$ cat config.mk
export PLATFORM = sky130hd
export DESIGN_NAME = uart_vga_loader
export DESIGN_NICKNAME = d
export VERILOG_FILES = /design/src/rtl/uart_vga_loader.sv
export SDC_FILE = /design/constraint.sdc
export NUM_CORES = 1
export LEC_CHECK = 0
export CAP_MARGIN = 20
export CORE_ASPECT_RATIO = 0.8
export CORE_MARGIN = 5
export CORE_UTILIZATION = 59
export CTS_CLUSTER_SIZE = 25
export DETAILED_ROUTE_END_ITERATION = 16
export PLACE_DENSITY = 0.87
export SLEW_MARGIN = 0
export SYNTH_ARGS = -nofsm -noshare
export SYNTH_HDL_FRONTEND = slang
export SYNTH_SLANG_ARGS = --single-unit
$ cat constraint.sdc
create_clock -name clk -period 4.4 [get_ports clk]
set_clock_uncertainty 0.1 [all_clocks]
set_input_delay 0.44 -clock clk [delete_from_list [all_inputs] [get_ports clk]]
set_output_delay 0.44 -clock clk [all_outputs]
set_load 0.02 [all_outputs]
$ cat src/rtl/uart_vga_loader.sv
// 8N1 UART receiver that streams bytes into a display RAM write port.
// Wraps the address at the end of a frame and rewinds it after a long idle line.
module uart_vga_loader #(
   parameter int CLKS_PER_BIT    = 742,
   parameter int BYTES_PER_FRAME = 920,
   parameter int IDLE_BITS       = 20
) (
   input  logic        clk,
   input  logic        rst,
   input  logic        uart_rx,
   output logic [31:0] write_address,
   output logic [7:0]  ram_in,
   output logic        we,
   output logic        frame_done,
   output logic        rx_error
);

   localparam int CNT_W      = $clog2(CLKS_PER_BIT);
   localparam int IDLE_LIMIT = IDLE_BITS * CLKS_PER_BIT;
   localparam int IDLE_W     = $clog2(IDLE_LIMIT + 1);
   localparam int ADDR_W     = (BYTES_PER_FRAME > 1) ? $clog2(BYTES_PER_FRAME) : 1;

   localparam logic [CNT_W-1:0]  HALF_BIT  = CNT_W'(CLKS_PER_BIT / 2 - 1);
   localparam logic [CNT_W-1:0]  FULL_BIT  = CNT_W'(CLKS_PER_BIT - 1);
   localparam logic [CNT_W-1:0]  CNT_ONE   = CNT_W'(1);
   localparam logic [IDLE_W-1:0] IDLE_MAX  = IDLE_W'(IDLE_LIMIT);
   localparam logic [IDLE_W-1:0] IDLE_ONE  = IDLE_W'(1);
   localparam logic [ADDR_W-1:0] LAST_ADDR = ADDR_W'(BYTES_PER_FRAME - 1);
   localparam logic [ADDR_W-1:0] ADDR_ONE  = ADDR_W'(1);

   typedef enum logic [1:0] {IDLE, START, DATA, STOP} state_t;

   state_t             r_state;
   state_t             w_stateNext;
   logic               r_rxMeta;
   logic               r_rxSync;
   logic               w_rxS;
   logic [CNT_W-1:0]   r_bitCnt;
   logic [CNT_W-1:0]   w_bitCntNext;
   logic [2:0]         r_bitIdx;
   logic [2:0]         w_bitIdxNext;
   logic [7:0]         r_shift;
   logic [7:0]         w_shiftNext;
   logic               w_accept;
   logic               w_frameErr;
   logic [IDLE_W-1:0]  r_idleCnt;
   logic               w_idleRun;
   logic               w_timeout;
   logic [ADDR_W-1:0]  r_addr;
   logic [ADDR_W-1:0]  r_writeAddr;
   logic [7:0]         r_ramIn;
   logic               r_we;
   logic               r_frameDone;
   logic               r_rxError;

   assign w_rxS = r_rxSync;

   // Synchronizer resets to the idle-high line level so reset never looks like a start bit.
   always_ff @(posedge clk or posedge rst) begin
      if (rst) begin
         r_rxMeta <= 1'b1;
         r_rxSync <= 1'b1;
      end else begin
         r_rxMeta <= uart_rx;
         r_rxSync <= r_rxMeta;
      end
   end

   always_ff @(posedge clk or posedge rst) begin
      if (rst) begin
         r_state  <= IDLE;
         r_bitCnt <= '0;
         r_bitIdx <= '0;
         r_shift  <= '0;
      end else begin
         r_state  <= w_stateNext;
         r_bitCnt <= w_bitCntNext;
         r_bitIdx <= w_bitIdxNext;
         r_shift  <= w_shiftNext;
      end
   end

   // Start bit is checked at mid-bit, then every later sample lands one full bit further on.
   always_comb begin
      w_stateNext  = r_state;
      w_bitCntNext = r_bitCnt;
      w_bitIdxNext = r_bitIdx;
      w_shiftNext  = r_shift;
      w_accept     = 1'b0;
      w_frameErr   = 1'b0;
      case (r_state)
         IDLE: begin
            if (!w_rxS) begin
               w_stateNext  = START;
               w_bitCntNext = '0;
            end
         end
         START: begin
            if (r_bitCnt == HALF_BIT) begin
               w_bitCntNext = '0;
               if (!w_rxS) begin
                  w_stateNext  = DATA;
                  w_bitIdxNext = '0;
               end else begin
                  w_stateNext = IDLE;
               end
            end else begin
               w_bitCntNext = r_bitCnt + CNT_ONE;
            end
         end
         DATA: begin
            if (r_bitCnt == FULL_BIT) begin
               w_bitCntNext = '0;
               w_shiftNext  = {w_rxS, r_shift[7:1]};
               if (r_bitIdx == 3'd7) begin
                  w_stateNext = STOP;
               end else begin
                  w_bitIdxNext = r_bitIdx + 3'd1;
               end
            end else begin
               w_bitCntNext = r_bitCnt + CNT_ONE;
            end
         end
         STOP: begin
            if (r_bitCnt == FULL_BIT) begin
               w_bitCntNext = '0;
               w_stateNext  = IDLE;
               w_accept     = w_rxS;
               w_frameErr   = !w_rxS;
            end else begin
               w_bitCntNext = r_bitCnt + CNT_ONE;
            end
         end
         default: w_stateNext = IDLE;
      endcase
   end

   assign w_idleRun = (r_state == IDLE) && w_rxS;
   assign w_timeout = (r_idleCnt == IDLE_MAX);

   // Idle counter saturates at the limit so the rewind stays armed until the next start edge.
   always_ff @(posedge clk or posedge rst) begin
      if (rst) begin
         r_idleCnt <= '0;
      end else if (w_idleRun) begin
         if (r_idleCnt != IDLE_MAX) begin
            r_idleCnt <= r_idleCnt + IDLE_ONE;
         end
      end else begin
         r_idleCnt <= '0;
      end
   end

   // Accept and timeout are mutually exclusive: timeout needs a long IDLE run, accept happens in STOP.
   always_ff @(posedge clk or posedge rst) begin
      if (rst) begin
         r_addr      <= '0;
         r_writeAddr <= '0;
         r_ramIn     <= '0;
         r_we        <= 1'b0;
         r_frameDone <= 1'b0;
         r_rxError   <= 1'b0;
      end else begin
         r_we        <= 1'b0;
         r_frameDone <= 1'b0;
         r_rxError   <= w_frameErr;
         if (w_accept) begin
            r_writeAddr <= r_addr;
            r_ramIn     <= r_shift;
            r_we        <= 1'b1;
            if (r_addr == LAST_ADDR) begin
               r_addr      <= '0;
               r_frameDone <= 1'b1;
            end else begin
               r_addr <= r_addr + ADDR_ONE;
            end
         end else if (w_timeout) begin
            r_addr <= '0;
         end
      end
   end

   assign write_address = {{(32 - ADDR_W){1'b0}}, r_writeAddr};
   assign ram_in        = r_ramIn;
   assign we            = r_we;
   assign frame_done    = r_frameDone;
   assign rx_error      = r_rxError;

endmodule

==> impl_metrics.csv <==
group,metric,value,unit
detailed_routing,num_vias,2431,
yosys,synth_edf_count,0,
timing,finalSetupViolations,0,
min_path,hold_class,"flip-flop to flip-flop",
floorplanning,core,5555,sq um
critical_path,arrival,2520,ps
critical_path,end_kind,"flip-flop",
yosys,ys_warn_count,0,
yosys,synthArstFlopShare,100.0,%
clocking,holdBufCountCts,0,
floorplanning,die_y,78.22,um
clocking,root_buffer,"clkbuf_8",
critical_path,cp-start-kind,"flip-flop",
critical_path,cp.required,4560,ps
detailed_routing,dr.pass1.iters,4,
flow_run,max_cap_violations,0,
critical_path,regToRegStartpoint,"r_bitCnt[1]$_DFFE_PP0N_",
critical_path,cp_max_fo,28,
global_route,gr-usage-all-layers,18.96,%
critical_path,path_class,"flip-flop to flip-flop",
power,power.total,1130,uW
yosys,yosysUniqueCellTypes,49,
placed_design,place.gp.congestion,0.8462,
critical_path,r2r-end,"r_addr[9]$_DFFE_PP0P_",
clocking,clock_path_buffers,2,
floorplanning,rows,24,
cells_and_area,diodes,0,
yosys,synth-main-ff-cell,"dfrtp_1",
power,ir_drop,215.8,uV
clocking,postCtsSetupRepairBufs,0,
detailed_routing,via_per_inst,5.331,
detailed_routing,wl_per_cell,13.45,um
clocking,cts.sinks,70,
critical_path,endpoint,"r_addr[9]$_DFFE_PP0P_",
yosys,yosysSeqAreaShare,51.11,%
detailed_routing,routed_wirelength,6134,um
timing,fin_tns_setup,0,ps
outcome,status,"finished, final reports clean",
placed_design,post-dp-hpwl,4310,um
global_route,grt_pass1_wl,11090,um
cells_and_area,drive_above_1_share,9.259,%
critical_path,r2r_slack,2040,ps
critical_path,critical_path.startpoint,"r_bitCnt[1]$_DFFE_PP0N_",
cells_and_area,areaGrowthSynthToFinish,10.17,%
min_path,hp-start,"r_rxMeta$_DFF_PP1_",
power,leakagePower,0.001869,uW
timing,hold_viol_final,0,
yosys,avgSynthCellArea,9.750,sq um
timing,maxSlewHeadroom,43.58,%
detailed_routing,drtAntennaViolNets,0,
global_route,gr-total-overflow,0,
global_route,grt_max_degree,44,
clocking,clk_pin_slew_worst_paths,70,ps
detailed_routing,drt-initial-drc-count,196,
clocking,cts-resized-gates,0,
clocking,h-tree-depth,3,
timing,tightestPinTransition,845.0,ps
critical_path,reg2reg_depth,7,
yosys,synth-seq-cells,70,
timing,rsz0062_at_grt,"no",
timing,maxSlewViolCount,0,
power,powerDensity,298.9,nW/um^2
placed_design,numPortBuffers,23,
yosys,postSynthCellCount,352,
timing,period_minus_slack,2355,ps
timing,max_freq,0.4246,GHz
clocking,insertion_delay,350,ps
floorplanning,fp.dieArea,7452,sq um
floorplanning,die_x,95.27,um
floorplanning,start_util,61.78,%
timing,timing.final.crit_share,53.53,%
clocking,cts_tree,"done",
floorplanning,io_pins,46,
cells_and_area,fin_nets,384,
clocking,cts_buffers,9,
detailed_routing,drc,0,
global_route,grt_pass1_vias,2415,
global_route,antenna_found_initial,0,
yosys,synthesis.area,3432,sq um
-- power by group --
part	leakage, uW	switching, uW	internal, uW
clock	0.0000877	217	236
sequential	0.000957	1.30	645
combinational	0.000825	29.0	2.27
-- registers in the layout (all words and copies together) (netlist names), named ones only --
name and cells:
r_addr 10, r_bitIdx 3, r_shift 8, we 1
frame_done 1, r_writeAddr 10, ram_in 8, r_state 1
r_rxMeta 1, rx_error 1, r_rxSync 1, r_idleCnt 14
r_bitCnt 10
-- kinds of logic (layout without fill, tap and decap cells) --
logic type / Yosys count / after routing / share of synthesized area [%]
AND/OR/NAND/NOR: 163 / 163 / 23.95
buffers and inverters: 44 / 49 / 7.874
adder cells (fa/ha/maj): 8 / 8 / 2.917
AO/OA/AOI/OAI: 44 / 44 / 7.729
other: 1 / 22 / 0.1093
flip-flops: 70 / 70 / 51.11
XOR/XNOR: 12 / 12 / 3.062
multiplexers: 10 / 10 / 3.245
-- layout by cell type, fill, tap and decap left out, types with 2 or more instances in the layout --
cell type	instances
a21o_1	5
clkbuf_8	11
and3_1	7
a22o_1	5
ha_1	8
or3_1	3
xor2_1	7
o21ai_0	18
mux2_2	9
dfrtp_1	68
nand4_1	5
nor2b_1	3
dfstp_2	2
nor3b_1	3
xnor2_1	5
nand2b_1	3
conb_1	22
or2_2	2
nor3_1	8
a31oi_1	3
clkbuf_1	4
a21oi_1	8
nand4b_1	2
and4_1	2
clkdlybuf4s50_1	23
nor2_1	22
nand2_1	78
inv_1	8
nand3_1	13
-- worst min path at each step --
stage,end,slack [ps],cells past startpoint
2_1_floorplan,r_rxSync$_DFF_PP1_,250,0
3_3_place_gp,r_rxSync$_DFF_PP1_,250,0
3_5_place_dp,r_rxSync$_DFF_PP1_,250,0
4_1_cts,r_rxSync$_DFF_PP1_,250,0
5_1_grt,r_rxSync$_DFF_PP1_,270,0
6_report,r_rxSync$_DFF_PP1_,260,0
-- per-stage QoR --
step                instances  hold slack [ps]  cell area, sq um  worst slack (ps)  utilization (%)
floorplan                 373            245.2              3511              2095                -
global placement          440            246.0              3610              2134            64.98
detailed placement        440            247.5              3610              2046            64.98
CTS                       456            254.8              3781              2025            68.06
global route              456            267.9              3781              1759            68.06
finish                    456            258.3              3781              2045            68.06
-- synth_stat cells (2+ instances only) --
cell type  count  area (sq um)
dfrtp_1       68          1702
ha_1           8         100.1
a21oi_1        8         40.04
o21ai_0       18         90.09
mux2_2         9         101.4
or2_2          2         12.51
or3_1          3         18.77
nand3_1       13         65.06
xnor2_1        5         43.79
clkbuf_1       5         18.77
buf_4         22         165.2
inv_1          9         33.78
nor2_1        22         82.58
nand2_1       78         292.8
nand4b_1       2         17.52
nor3_1         8         40.04
nor2b_1        3         18.77
dfstp_2        2         52.55
xor2_1         7         61.31
nor3b_1        3         22.52
a22o_1         5         43.79
buf_2          5         25.02
and3_1         7         43.79
nand2b_1       3         18.77
nand4_1        5         31.28
buf_6          2         22.52
a21o_1         5         37.54
a31oi_1        3         18.77
and4_1         2         17.52
-- layer usage --
layer  share of wire, %  global-route usage, %
met5                  0                      0
met4                1.4                  8.357
met3                5.3                  5.163
met1                 46                  25.19
met2                 48                  29.14
-- worst max-delay path: stages, from the launching register on --
cell,delay [ps]
dfrtp_1,410
inv_1,90
ha_1,130
and4b_2,290
nand4_4,360
inv_1,590
nand4_1,140
o21ai_0,160
-- final cells by class --
type	instances	area, sq um
Fill cell	422	1774
Sequential cell	70	1754
Multi-Input combinational cell	259	1486
Timing Repair Buffer	24	237.7
Clock buffer	15	166.4
Tap cell	78	97.59
Inverter	9	33.78
Clock inverter	1	5.005
No activity file was read; power rests on OpenSTA's default activity.
